## src/rtl/dll_tx_arbiter.sv

```systemverilog
// rtl/dll_tx_arbiter.sv - PIPE TX arbiter: fixed-priority/WRR packet merge with DLLP starvation bound
`timescale 1ns/1ps

module dll_tx_arbiter #(
  parameter int DATA_WIDTH   = 256,
  parameter int NUM_SRC      = 3,
  parameter int WEIGHT_WIDTH = 4,
  parameter int STARVE_LG2   = 8
) (
  input  logic                            sclk,
  input  logic                            srst,
  input  logic                            mode_i,
  input  logic [NUM_SRC*WEIGHT_WIDTH-1:0] weight_i,
  input  logic [STARVE_LG2-1:0]           starve_limit_i,
  input  logic                            link_up_i,
  input  logic [NUM_SRC-1:0]              src_valid_i,
  input  logic [NUM_SRC*DATA_WIDTH-1:0]   src_data_i,
  input  logic [NUM_SRC-1:0]              src_last_i,
  output logic [NUM_SRC-1:0]              src_ready_o,
  output logic [NUM_SRC-1:0]              grant_o,
  output logic [DATA_WIDTH-1:0]           pipe_txdata_o,
  output logic                            pipe_txvalid_o,
  input  logic                            pipe_txready_i,
  output logic                            starve_event_o
);

  localparam int IW = $clog2(NUM_SRC);
  localparam logic [IW-1:0] LAST_IDX = IW'(NUM_SRC - 1);

  typedef enum logic {IDLE, BURST} state_t;

  state_t                  state_q, state_d;
  logic [IW-1:0]           owner_q, owner_d;
  logic [IW-1:0]           ptr_q, ptr_d;
  logic [WEIGHT_WIDTH-1:0] credit_q [NUM_SRC];
  logic [WEIGHT_WIDTH-1:0] credit_d [NUM_SRC];
  logic [STARVE_LG2-1:0]   starve_cnt_q;
  logic [DATA_WIDTH-1:0]   txdata_q;
  logic                    txvalid_q;

  logic                    slot_free;
  logic [NUM_SRC-1:0]      elig;
  logic                    starve_hit;
  logic                    fp_found, rr_found;
  int                      rr_idx;
  logic [IW-1:0]           rr_cand;
  logic [IW-1:0]           fp_win, rr_win, win;
  logic [WEIGHT_WIDTH-1:0] win_weight_raw, win_weight, win_credit;
  logic [NUM_SRC-1:0]      ready_c, grant_c;
  logic                    event_c;
  logic [IW-1:0]           sel;
  logic                    xfer;
  logic [DATA_WIDTH-1:0]   sel_data;

  // The output register can take a beat when empty or draining this cycle.
  assign slot_free = ~txvalid_q | pipe_txready_i;
  // TLP and replay sources stay masked until the link reaches DL_Active.
  assign elig = link_up_i ? src_valid_i : {{(NUM_SRC-1){1'b0}}, src_valid_i[0]};
  // DLLP source has waited long enough; it wins the next IDLE arbitration.
  assign starve_hit = (starve_limit_i != '0) && (starve_cnt_q >= starve_limit_i) && src_valid_i[0];

  // Candidate winners: lowest eligible index, and first eligible at or after ptr.
  always_comb begin
    fp_win   = '0;
    rr_win   = ptr_q;
    fp_found = 1'b0;
    rr_found = 1'b0;
    rr_idx   = 0;
    rr_cand  = '0;
    for (int i = 0; i < NUM_SRC; i++) begin
      if (!fp_found && elig[i]) begin
        fp_win   = IW'(i);
        fp_found = 1'b1;
      end
    end
    for (int k = 0; k < NUM_SRC; k++) begin
      rr_idx = int'(ptr_q) + k;
      if (rr_idx >= NUM_SRC) rr_idx = rr_idx - NUM_SRC;
      rr_cand = IW'(rr_idx);
      if (!rr_found && elig[rr_cand]) begin
        rr_win   = rr_cand;
        rr_found = 1'b1;
      end
    end
  end

  assign win            = starve_hit ? '0 : (mode_i ? rr_win : fp_win);
  assign win_weight_raw = weight_i[win*WEIGHT_WIDTH +: WEIGHT_WIDTH];
  assign win_weight     = (win_weight_raw == '0) ? WEIGHT_WIDTH'(1) : win_weight_raw;
  // A source entering its turn away from ptr starts with a full credit load.
  assign win_credit     = (win != ptr_q) ? win_weight : credit_q[win];

  // Packet-ownership FSM, ready/grant generation and WRR pointer/credit update.
  always_comb begin
    state_d  = state_q;
    owner_d  = owner_q;
    ptr_d    = ptr_q;
    credit_d = credit_q;
    ready_c  = '0;
    grant_c  = '0;
    event_c  = 1'b0;
    sel      = owner_q;
    xfer     = 1'b0;
    case (state_q)
      IDLE: begin
        if (slot_free && (|elig)) begin
          sel          = win;
          ready_c[win] = 1'b1;
          grant_c[win] = 1'b1;
          event_c      = starve_hit;
          xfer         = 1'b1;
          if (!src_last_i[win]) begin
            state_d = BURST;
            owner_d = win;
          end
          if (mode_i && !starve_hit) begin
            if (win_credit > WEIGHT_WIDTH'(1)) begin
              credit_d[win] = win_credit - 1'b1;
              ptr_d         = win;
            end else begin
              credit_d[win] = win_weight;
              ptr_d         = (win == LAST_IDX) ? '0 : win + 1'b1;
            end
          end
        end
      end
      BURST: begin
        grant_c[owner_q] = 1'b1;
        ready_c[owner_q] = slot_free;
        xfer             = slot_free & src_valid_i[owner_q];
        if (xfer && src_last_i[owner_q]) state_d = IDLE;
      end
      default: state_d = IDLE;
    endcase
  end

  assign sel_data = src_data_i[sel*DATA_WIDTH +: DATA_WIDTH];

  // State, owner and WRR bookkeeping registers.
  always_ff @(posedge sclk or posedge srst) begin
    if (srst) begin
      state_q <= IDLE;
      owner_q <= '0;
      ptr_q   <= '0;
      for (int i = 0; i < NUM_SRC; i++) credit_q[i] <= '0;
    end else begin
      state_q  <= state_d;
      owner_q  <= owner_d;
      ptr_q    <= ptr_d;
      credit_q <= credit_d;
    end
  end

  // Single PIPE output stage: load on transfer, clear when drained with nothing new.
  always_ff @(posedge sclk or posedge srst) begin
    if (srst) begin
      txdata_q  <= '0;
      txvalid_q <= 1'b0;
    end else if (xfer) begin
      txdata_q  <= sel_data;
      txvalid_q <= 1'b1;
    end else if (pipe_txready_i) begin
      txvalid_q <= 1'b0;
    end
  end

  // Saturating wait counter for the DLLP source; cleared whenever it owns the path.
  always_ff @(posedge sclk or posedge srst) begin
    if (srst) begin
      starve_cnt_q <= '0;
    end else if (grant_c[0]) begin
      starve_cnt_q <= '0;
    end else if (src_valid_i[0] && (starve_cnt_q != '1)) begin
      starve_cnt_q <= starve_cnt_q + 1'b1;
    end
  end

  // Nothing is offered to sources or PIPE while reset is held.
  assign src_ready_o    = srst ? '0 : ready_c;
  assign grant_o        = srst ? '0 : grant_c;
  assign starve_event_o = ~srst & event_c;
  assign pipe_txdata_o  = txdata_q;
  assign pipe_txvalid_o = txvalid_q;

endmodule

```

## config.mk

```make
export PLATFORM = sky130hd
export DESIGN_NAME = dll_tx_arbiter
export DESIGN_NICKNAME = d
export VERILOG_FILES = /design/src/rtl/dll_tx_arbiter.sv
export SDC_FILE = /design/constraint.sdc
export NUM_CORES = 1
export LEC_CHECK = 0
export CAP_MARGIN = 30
export CORE_AREA = 2 2 418 420
export DETAILED_ROUTE_END_ITERATION = 7
export DIE_AREA = 0 0 420 422
export GPL_TIMING_DRIVEN = 0
export PLACE_DENSITY = 0.34
export SLEW_MARGIN = 20
export SYNTH_ARGS = -nofsm -noshare
export SYNTH_HDL_FRONTEND = slang
export SYNTH_SLANG_ARGS = --single-unit
export TNS_END_PERCENT = 100
```

## constraint.sdc

```tcl
create_clock -name sclk -period 11.7 [get_ports sclk]
set_input_delay 1.755 -clock sclk [delete_from_list [all_inputs] [get_ports sclk]]
set_output_delay 1.755 -clock sclk [all_outputs]
set_load 0.02 [all_outputs]
```

# Yosys cells after proc, flatten, opt, wreduce, memory -nomap -nowiden

Cells that the tools add are included.

Add/subtract/negate cells: 8
Order comparisons: 14
Eq/ne operators: 3
Shift operators: 2
Muxes and demuxes: 62
Bitwise logic cells: 9
Reductions and logical operators: 25

Operator list:

| operator                                                          | count |
|---|---|
| indexed part select 768 x 11 -> 256 bit                           | 1 |
| two-way mux 2 bit                                                 | 13 |
| bitwise mux 12 bit                                                | 2 |
| two-way mux 1 bit                                                 | 21 |
| two-way mux 4 bit                                                 | 5 |
| two-way mux 8 bit                                                 | 2 |
| < comparator 2 x 3 -> 1 bit, second input constant                | 5 |
| logical AND 1 bit                                                 | 13 |
| binary-select mux 1 bit (select 2 bit)                            | 6 |
| two-way mux 12 bit                                                | 1 |
| two-way mux 3 bit                                                 | 4 |
| case mux 3 bit (2 select lines)                                   | 2 |
| indexed part select 12 x 5 -> 4 bit                               | 1 |
| adder 8 x 1 -> 8 bit, second input constant                       | 1 |
| binary-select mux 4 bit (select 2 bit)                            | 1 |
| demux 4 bit (select 2 bit)                                        | 1 |
| greater-or-equal comparator 8 bit                                 | 1 |
| != test 8 bit, second input constant                              | 1 |
| nonzero test 8 bit                                                | 1 |
| greater-or-equal comparator 3 x 2 -> 1 bit, second input constant | 2 |
| AND reduction 3 bit                                               | 2 |
| subtractor 2 bit, second input constant                           | 3 |
| logical NOT 1 bit                                                 | 5 |
| demux 1 bit (select 2 bit)                                        | 2 |
| 20 further kinds                                                  | 27 |

Register bits: 282
Input port bits: 799
Word-level logic and storage cells: 132

# Depth between registers and ports, before layout

Gate-level depths: netlist of the first run.

Depth in word-level cells: 21
Gate-level depth with buffers: 16
Gate-level depth less buffers: 12

# Least setup slack after synthesis of the first run

OpenSTA, ideal clock, no wires.

Kind: input-to-output
Start point: in srst
End point: out src_ready_o[0]
Arrival: 8877 ps
Required time: 9945 ps
Path slack: 1068 ps
Stages: 3
Path buffers: 0
Path through: inv_1 > and2_1 > a21boi_0

Longest elaborated chain between the ends: 1

Ends and longest elaborated chain:

| element           | line | text |
|---|---|---|
| from (decl)       | 11   | `input logic srst,` |
| two-way mux 3 bit | 179  | `assign src_ready_o = srst ? '0 : ready_c;` |
| to (decl)         | 19   | `output logic [NUM_SRC-1:0] src_ready_o,` |

Every way passes these cells.

# Final worst setup path of the first run

Start point: in starve_limit_i[6]
End point: out src_ready_o[2]

Longest elaborated chain between the ends: 11
Elaborated cells on any way between the ends: 13
Those cells by class: 3 x order compare; 6 x mux; 4 x reduce/logical

Ends and longest elaborated chain:

| element                                                                                                                | line | text |
|---|---|---|
| from (decl)                                                                                                            | 14   | `input logic [STARVE_LG2-1:0] starve_limit_i,` |
| greater-or-equal comparator 8 bit / nonzero test 8 bit (equally long branches)                                         | 60   | `assign starve_hit = (starve_limit_i != '0) && (starve_cnt_q >= starve_limit_i) && src_valid_i[0];` |
| logical AND 1 bit * (2 in a row)                                                                                       | 60   |  |
| two-way mux 2 bit *                                                                                                    | 87   | `assign win = starve_hit ? '0 : (mode_i ? rr_win : fp_win);` |
| < comparator 2 x 3 -> 1 bit (not written as such) / greater-or-equal comparator 2 x 1 -> 1 bit (equally long branches) | 108  | `ready_c[win] = 1'b1;` |
| logical AND 1 bit (not written as such)                                                                                | 108  |  |
| two-way mux 1 bit (not written as such)                                                                                | 108  |  |
| demux 1 bit (select 2 bit) *                                                                                           | 108  |  |
| two-way mux 3 bit *                                                                                                    | 106  | `if (slot_free && (\|elig)) begin` |
| case mux 3 bit (2 select lines) *                                                                                      | 104  | `case (state_q)` |
| two-way mux 3 bit *                                                                                                    | 179  |  |

Mark *: on every way between the ends. The rest lies on a longest branch, timed or not.

==> impl_metrics.csv, run 1 <==
group,metric,value,unit
power,p_comb_share,66.2,%
yosys,synthCells,2261,
floorplan,rows,153,
min_path,min_path_cells,2,
setup_path,critPathMaxStageDelay,690,ps
cts,cts_tree,"yes",
min_path,min_path_type,"reg2reg",
sta,layout_min_cycle_time,7620,ps
setup_path,critPathTopFamily,"buffers and inverters",
floorplan,io_pins,1063,
grt,antenna_found_initial,35,
setup_path,timing.rr.end,"pipe_txdata_o[203]",
grt,grt_max_degree,82,
placement,port_buffers,1062,
sta,setup_viol,0,
sta,clock_skew,39.0,ps
placement,gp_congestion,0.931,
layout,multi_input_area,0.00849,sq mm
power,p_sw,4.99,mW
run,maxCapViolCount,0,
yosys,synth_cell_type_count,69,
layout,syn_to_final_growth,93.2,%
sta,slew_viol_final,0,
cts,clock_latency,640,ps
min_path,hold_path_end,"credit_q[7]",
layout,nets,4190,
drt,route.vias.total,21200,
setup_path,crit_fanout,10,
yosys,synth_area_leader_cell,"dfrtp_1",
yosys,synth.area.top_cells,"dfrtp_1 (43%), a21oi_1 (24%), nand2_1 (12%)",
floorplan,design.die.area,0.177,sq mm
drt,vias_per_cell,3.70,
setup_path,crit_type,"in2out",
power,vdd_drop_max,0.000108,V
drt,drc,0,
yosys,ys_ff_latch,282,
layout,fill_cells,19700,
power,p_per_area,301,mW/mm^2
setup_path,r2r_setup_slack,6690,ps
cts,cts_buffer_depth,3,
sta,fmax,131,MHz
power,power_frac_seq,19.2,%
power,p_int,4.51,mW
placement,preCtsSetupSlack,4130,ps
drt,dr.pass1.iters,5,
layout,seqCellArea,0.00706,sq mm
grt,grt_overflow,0,
yosys,syn_area,0.0164,sq mm
setup_path,worstSetupEndpointType,"primary output",
drt,dr.first_iter.drc_count,1342,
layout,final_area,0.0316,sq mm
power,switching_share,52.5,%
yosys,ys_seq_area_share,43.2,%
placement,place_area,0.0301,sq mm
setup_path,worstPathRequired,9950,ps
setup_path,reg2regPathDepth,16,
setup_path,crit_buf_inv,4,
cts,cts_num_sinks,282,
grt,grt_pass1_vias,21300,
drt,drt_wl_total,140,mm
cts,cts_resized,0,
yosys,synth_flop_cell,"dfrtp_1",
sta,period_share,65.2,%
setup_path,critPathSlowestCell,"clkdlybuf4s50_1",
grt,grt_pass1_wl,185,mm
drt,avgRoutedWirePerCell,24.3,um
cts,postCtsHoldBufs,0,
layout,final_layout_size_suffix_gt1_share,4.39,%
sta,worst_slew_pin_slew,902,ps
floorplan,die_w,420,um
cts,htree_levels,2,
min_path,hp-start,"credit_q[7]",
yosys,syn_avg_cell_area,7.23,sq um
yosys,netlist.area_leader.share,43.2,%
floorplan,start_util,9.46,%
grt,grt_use_total,15.1,%
yosys,yosys_warnings,0,
sta,relSlewSlack,39.9,%
placement,hpwl,116,mm
run_status,status,"finished, final reports clean",
setup_path,path_cells,"clkdlybuf4s50_1 > inv_1 > ha_1 > a211oi_1 > and3_1 > o21ai_1 > nand2_1 > clkbuf_1 > nand2_1 > nor2_1 > a32oi_1 > a211oi_1 > clkdlybuf4s50_1",
floorplan,die_height,422,um
setup_path,arrival,5870,ps
setup_path,r2r_start,"ptr_q[0]",
sta,setup_slack,4080,ps
drt,ant_nets,0,
cts,numCtsBuffers,43,
floorplan,design.core.area,0.173,sq mm
yosys,synth_nets,3071,
cts,clk_root_buffer_cell,"clkbuf_16",
setup_path,worstSetupStartpointType,"input pin",
sta,rsz0062_at_grt,"false",
power,clock_power_share,14.6,%
sta,hold_violations,0,
yosys,async_flop_share,100,%
cts,post_cts_buffers,0,
yosys,synth_edf_count,0,
power,leakagePower,12.0,nW
cts,clk_pin_slew,50,ps
==> cells in the mapped netlist (2+ instances only) <==
library cell	count
nor2_1	277
o2111ai_1	4
o31ai_2	2
a21boi_0	3
nand3_1	14
a41oi_1	2
a311oi_2	2
o21ai_0	5
nand2b_1	4
nor2b_1	2
and2_1	10
mux2_2	5
a21o_1	4
clkbuf_1	144
a211oi_1	4
o31ai_1	6
a222oi_1	2
inv_1	18
dfrtp_1	282
buf_2	31
and3_1	4
xnor2_1	3
a31oi_1	3
xor2_1	5
nor4_1	2
mux2_1	2
o211ai_1	2
o21ai_1	4
ha_1	11
a311oi_1	3
buf_1	10
o21a_1	5
and4_1	6
nor3_1	5
a21oi_1	777
o41ai_1	4
mux2i_1	15
or2_2	2
a22oi_1	2
nand2_1	535
nand4_1	9
nand4b_1	4
==> through the flow <==
stage | instances | hold WS (ps) | setup TNS (ps) | power [mW] | util [%]
CTS | 5738 | 490 | 0 | 9.71 | 18.3
floorplan | 2261 | 441 | 0 | 4.94 | -
global placement | 5648 | 458 | -1072690 | 8.21 | 17.3
detailed placement | 5660 | 475 | 0 | 8.24 | 17.4
global route | 5742 | 527 | 0 | 10.2 | 18.3
finish | 5747 | 486 | 0 | 9.50 | 18.3
==> worst reg2reg max path, stage by stage, from the launching register on <==
cell and delay [ps]:
dfrtp_1 420, inv_1 120, ha_1 250, buf_2 180, nand4b_1 240, and3_1 230, o21a_1 130, o221ai_2 340
nor3_1 130, a21oi_1 410, buf_4 260, and2_0 130, clkbuf_1 370, buf_2 400, buf_1 710, a21oi_1 380
a21oi_1 230
==> cells in the final DEF (no fill, tap or decap), drive strengths merged, types with 5 or more instances in the layout <==
master	instances
ha	11
buf	54
mux2i	16
o21a	5
xor2	5
o31ai	8
and2	12
nand2	535
diode	9
nand3	14
clkinv	10
a21oi	777
dfrtp	282
mux2	7
a311oi	5
nor2	278
clkdlybuf4s50	1062
nand4	9
and4	6
clkbuf	203
o21ai	10
inv	19
nor3	5
==> routing by layer <==
layer  routed length [um]  up-vias  GRT usage, %  part of all wire (%)
met5                   91        -             0                 0.065
li1                     -     9978             -                     -
met1                58900    10500          19.1                    42
met2                69700      683          26.3                    50
met4                 2640       14          3.05                   1.9
met3                 8250      112          3.09                   5.9
==> power by group through the flow <==
stage	clock network, mW	registers [mW]	logic [mW]
6_report	1.39	1.82	6.29
5_1_grt	1.48	1.89	6.82
4_1_cts	1.45	1.82	6.44
3_5_place_dp	0	1.83	6.41
3_3_place_gp	0	1.83	6.38
2_1_floorplan	0	2.32	2.61
==> flip-flops by register name, summed over array words and instances, names as in the netlist <==
| name | cells |
|---|---|
| owner_q | 2 |
| state_q | 1 |
| starve_cnt_q | 8 |
| pipe_txdata_o | 256 |
| ptr_q | 2 |
| credit_q | 12 |
| pipe_txvalid_o | 1 |
==> layout make-up <==
class / instances / area share [%]
Antenna cell: 9 / 0.0713
Timing Repair Buffer: 1074 / 34.3
Multi-Input combinational cell: 1775 / 26.9
Tap cell: 2325 / 9.21
Buffer: 186 / 2.40
Clock buffer: 59 / 3.82
Clock inverter: 19 / 0.780
Inverter: 18 / 0.238
Sequential cell: 282 / 22.3
==> kinds of logic (layout without fill, tap and decap cells) <==
| family | after synthesis | count (layout) | synth area share [%] |
|---|---|---|---|
| buf+inv | 204 | 1356 | 4.94 |
| compound gates | 849 | 849 | 27.6 |
| fa+ha+maj | 11 | 11 | 0.842 |
| other cells | 0 | 9 | 0 |
| mux | 23 | 23 | 1.48 |
| xor+xnor | 9 | 9 | 0.528 |
| simple gates | 883 | 883 | 21.5 |
| flops | 282 | 282 | 43.2 |
==> how the worst max path moves through the flow <==
stage                        endpoint  cells after the start         startpoint  slack [ps]
floorplan              src_ready_o[0]                      3               srst        1070
global placement    pipe_txdata_o[21]                      2               srst       -3890
detailed placement     src_ready_o[2]                     13  starve_limit_i[6]        4130
CTS                    src_ready_o[2]                     13  starve_limit_i[6]        4100
global route           src_ready_o[2]                     13  starve_limit_i[6]        3720
finish                 src_ready_o[2]                     13  starve_limit_i[6]        4080
No activity file was read; power rests on OpenSTA's default activity.
==> run 2: changes to the inputs <==
- CORE_AREA: 2 2 418 420 -> 2 2 411 413
- DIE_AREA: 0 0 420 422 -> 0 0 413 415
- PLACE_DENSITY: 0.34 -> 0.35
- clock period: 11.7 -> 6.9 ns (I/O delays scaled with it)
==> impl_metrics.csv, run 2 (synthesis gave the netlist of run 1 again) <==
group,metric,value,unit
placement,place_area,0.0301,sq mm
grt,grt_use_total,16.8,%
cts,cts_tree,"yes",
sta,layout_min_cycle_time,6320,ps
drt,dr.pass1.iters,5,
layout,fill_cells,18900,
power,p_per_area,513,mW/mm^2
drt,avgRoutedWirePerCell,26.8,um
floorplan,io_pins,1063,
floorplan,rows,150,
floorplan,die_w,413,um
power,leakagePower,12.1,nW
setup_path,cpMostUsedCell,"clkdlybuf4s50_1",
sta,period_share,91.5,%
sta,setup_slack,585,ps
placement,hpwl,128,mm
layout,final_layout_size_suffix_gt1_share,4.39,%
placement,port_buffers,1062,
sta,fin_tns_setup,0,ps
grt,grt_pass1_vias,21900,
cts,numCtsBuffers,42,
sta,setup_viol,0,
setup_path,crit_fanout,10,
layout,syn_to_final_growth,93.2,%
sta,rsz0062_at_grt,"false",
layout,seqCellArea,0.00706,sq mm
drt,ant_nets,0,
cts,clock_latency,600,ps
setup_path,worstSetupStartpointType,"input pin",
sta,hold_violations,0,
cts,clk_root_buffer_cell,"clkbuf_16",
layout,multi_input_area,0.00850,sq mm
cts,cts_num_sinks,282,
sta,worst_slew_pin_slew,958,ps
floorplan,die_height,415,um
layout,fin_util,19.0,%
placement,preCtsSetupSlack,575,ps
grt,met2_usage,29.5,%
run,maxCapViolCount,0,
setup_path,reg2regPathDepth,16,
run_status,status,"finished, final reports clean",
grt,grtUsageMet1,20.5,%
setup_path,worstPathRequired,5860,ps
power,vdd_drop_max,0.000168,V
placement,gp_congestion,0.947,
setup_path,worstSetupEndpointType,"primary output",
layout,largest_reg_flops,256,
drt,route.vias.total,21600,
cts,cts_buffer_depth,3,
grt,grt_pass1_wl,197,mm
placement,place_inst,5546,
cts,htree_levels,2,
layout,final_common_cell,"clkdlybuf4s50_1",
min_path,min_path_cells,2,
cts,postCtsHoldBufs,0,
grt,grt_overflow,0,
grt,antenna_found_initial,58,
layout,final_area,0.0316,sq mm
floorplan,design.core.area,0.167,sq mm
setup_path,critPathSlowestCell,"clkdlybuf4s50_1",
floorplan,start_util,9.81,%
grt,grt_use_met3,4.41,%
sta,clock_skew,19.1,ps
sta,slew_viol_final,0,
drt,drc,0,
setup_path,critPathMaxStageDelay,710,ps
setup_path,arrival,5280,ps
floorplan,design.die.area,0.171,sq mm
sta,relSlewSlack,36.1,%
grt,grt.busiest_layer,"met2",
drt,dr.first_iter.drc_count,1403,
layout,nets,4196,
setup_path,path_cells,"clkdlybuf4s50_1 > inv_1 > ha_1 > nand4_1 > o21ai_1 > nand2_1 > o21ai_2 > buf_2 > a32o_1 > clkbuf_1 > and2_1 > a21boi_0 > clkdlybuf4s50_1",
cts,clk_pin_slew,60,ps
min_path,min_path_type,"reg2reg",
drt,drt_wl_total,151,mm
layout,mostFrequentLayoutCells,"clkdlybuf4s50_1 (1,062), a21oi_1 (776), nand2_1 (534), dfrtp_1 (282), nor2_1 (277)",
cts,post_cts_buffers,0,
cts,cts_resized,0,
layout,final_cells,5629,
sta,fmax,158,MHz
setup_path,crit_type,"in2out",
setup_path,r2r_setup_slack,1770,ps
drt,vias_per_cell,3.84,
grt,grt_max_degree,29,
==> run 2: metal layers <==
| layer | up-vias | wire [um] | part of all wire [%] |
|---|---|---|---|
| li1 | 9978 | - | - |
| met1 | 10500 | 61800 | 41 |
| met2 | 913 | 74000 | 49 |
| met3 | 215 | 11200 | 7.5 |
| met4 | 12 | 3620 | 2.4 |
| met5 | - | 68 | 0.045 |
==> run 2: worst max-delay path, delay by kind of cell <==
kind,cells,cell delay [ps]
buffers and inverters,5,1960
AO/OA/AOI/OAI,4,1240
AND/OR/NAND/NOR,3,710
adder cells (fa/ha/maj),1,330
==> run 2: layout make-up <==
cell class / instances / share of cell area, %
diodes: 9 / 0.0713
plain buffers: 186 / 2.37
clock buffers: 58 / 3.88
clock inverters: 16 / 0.752
inverters: 18 / 0.226
multi-input cells: 1775 / 26.9
flip-flops and latches: 282 / 22.3
well taps: 2204 / 8.73
repair buffers: 1081 / 34.7
==> run 2: worst paths after layout <==
path | from | to
min reg2reg | credit_q[7] | credit_q[7]
max | starve_limit_i[6] | src_ready_o[0]
max reg2reg | ptr_q[1] | pipe_txdata_o[105]
min | credit_q[7] | credit_q[7]
max in group asynchronous | srst | pipe_txdata_o[69]
min in group asynchronous | srst | owner_q[0]
==> run 2: through the flow <==
step | power, mW | hold WS (ps)
after floorplan | 8.37 | 441
after global placement | 13.9 | 462
after detailed placement | 14.0 | 474
after CTS | 16.5 | 487
after global routing | 17.3 | 525
final | 16.2 | 488
==> run 2: report_power, final <==
part           switching [mW]  internal, mW
logic                    6.95          3.73
clock network           0.929          1.46
registers               0.597          2.55
==> run 3: changes to the inputs <==
- CORE_AREA: 2 2 411 413 -> 2 2 415 417
- DIE_AREA: 0 0 413 415 -> 0 0 417 419
- PLACE_DENSITY: 0.35 -> 0.34
- clock period: 6.9 -> 7.9 ns (I/O delays scaled with it)
==> impl_metrics.csv, run 3 (synthesis gave the netlist of run 1 again) <==
group,metric,value,unit
run_status,status,"finished, final reports clean",
sta,rsz0062_at_grt,"false",
setup_path,critPathSlowestCell,"a21oi_1",
layout,largest_reg_flops,256,
layout,fill_cells,19300,
floorplan,die_w,417,um
sta,slew_viol_final,0,
placement,hpwl,117,mm
sta,hold_violations,0,
floorplan,start_util,9.59,%
power,switching_share,52.5,%
drt,vias_per_cell,3.76,
grt,grt_use_total,15.2,%
power,total_power,14.1,mW
cts,cts_buffer_depth,3,
setup_path,path_cells,"clkdlybuf4s50_1 > buf_2 > o21ai_0 > a21oi_1 > nand2_1 > o21ai_2 > buf_2 > a32o_1 > clkbuf_1 > and2_1 > a21boi_0 > clkdlybuf4s50_1",
drt,dr.first_iter.drc_count,1528,
setup_path,crit_type,"in2out",
power,p_sw,7.40,mW
grt,grt_pass1_vias,21500,
cts,clk_root_buffer_cell,"clkbuf_16",
floorplan,design.die.area,0.175,sq mm
cts,post_cts_buffers,0,
drt,drt_wl_total,139,mm
placement,gp_congestion,0.930,
grt,grt_max_degree,29,
setup_path,crit_buf_inv,5,
setup_path,worstPathRequired,6710,ps
power,p_comb_share,66.5,%
layout,final_area,0.0316,sq mm
setup_path,worstSetupEndpointType,"primary output",
cts,clock_latency,620,ps
layout,syn_to_final_growth,93.1,%
sta,clock_skew,27.0,ps
layout,final_cells,5658,
drt,ant_nets,0,
placement,place_area,0.0301,sq mm
layout,nets,4195,
floorplan,design.core.area,0.171,sq mm
cts,clk_pin_slew,60,ps
setup_path,critPathMaxStageDelay,660,ps
setup_path,arrival,5430,ps
grt,grt_pass1_wl,184,mm
drt,drc,0,
power,vdd_drop_max,0.000138,V
cts,cts_num_sinks,282,
cts,cts_resized,0,
drt,avgRoutedWirePerCell,24.6,um
sta,fmax,151,MHz
sta,worst_slew_pin_slew,903,ps
placement,port_buffers,1062,
placement,place_inst,5574,
power,clock_power_share,14.3,%
sta,period_share,83.7,%
setup_path,worstSetupStartpointType,"input pin",
drt,dr.pass1.iters,6,
cts,htree_levels,2,
floorplan,io_pins,1063,
power,power_frac_seq,19.2,%
sta,setup_viol,0,
layout,final_layout_size_suffix_gt1_share,4.51,%
sta,layout_min_cycle_time,6610,ps
grt,antenna_found_initial,36,
cts,cts_tree,"yes",
floorplan,die_height,419,um
power,p_int,6.70,mW
power,p_per_area,446,mW/mm^2
floorplan,rows,152,
run,maxCapViolCount,0,
sta,whs,488,ps
min_path,min_path_type,"reg2reg",
drt,route.vias.total,21300,
power,leakagePower,12.1,nW
sta,fin_tns_setup,0,ps
cts,postCtsHoldBufs,0,
setup_path,critPathTopFamily,"buffers and inverters",
sta,relSlewSlack,39.8,%
layout,final_common_cell,"clkdlybuf4s50_1",
grt,grt_overflow,0,
layout,mostFrequentLayoutCells,"clkdlybuf4s50_1 (1,062), a21oi_1 (777), nand2_1 (535), dfrtp_1 (282), nor2_1 (277)",
setup_path,crit_fanout,10,
cts,numCtsBuffers,42,
[run 3: metal layers]
metal  vias up  GRT usage [%]  share of wire, %
met4        22           3.04               1.8
met1     10400           18.9                41
met5         -              0              0.10
li1       9970              -                 -
met3       138           3.47               6.6
met2       758           26.8                50
[run 3: worst paths after layout]
kind | slack, ps | to | cells past startpoint | start
worst max register to register | 3130 | pipe_txdata_o[218] | 15 | ptr_q[1]
worst min register to register | 490 | credit_q[2] | 2 | credit_q[2]
worst min-delay path | 490 | credit_q[2] | 2 | credit_q[2]
min in group asynchronous | 1140 | owner_q[1] | 2 | srst
worst max-delay path | 1290 | src_ready_o[0] | 12 | src_valid_i[0]
max in group asynchronous | 5480 | pipe_txdata_o[8] | 6 | srst
[run 3: stage by stage]
stage / setup slack [ps] / utilization (%)
after floorplan: 476 / -
after global placement: -3680 / 17.5
after detailed placement: 1210 / 17.7
after CTS: 1200 / 18.5
after global routing: 1050 / 18.5
final: 1290 / 18.5
[run 3: power by group through the flow]
stage | Clock (mW) | Sequential (mW) | Combinational, mW
final | 2.02 | 2.70 | 9.37
after detailed placement | 0 | 2.71 | 9.56
after global routing | 2.17 | 2.80 | 10.2
after floorplan | 0 | 3.44 | 3.87
after CTS | 2.11 | 2.70 | 9.59
after global placement | 0 | 2.71 | 9.51
[run 3: layout make-up]
class	instances	area [sq um]	area share, %
antenna	9	22.5	0.0713
buffer	186	757	2.40
clock buffer	62	1250	3.95
clock inverter	13	188	0.594
inverter	18	71.3	0.226
multi-input combinational	1775	8490	26.9
sequential	282	7060	22.3
tap	2233	2790	8.85
timing repair buffer	1080	11000	34.7
[run 3: worst reg2reg max path, delay by kind of cell (launching register included)]
family          cells  cell delay [ps]
flops               1              530
simple gates        3              430
buf+inv             4             1520
compound gates      6             1780
mux                 1              150
fa+ha+maj           1              290
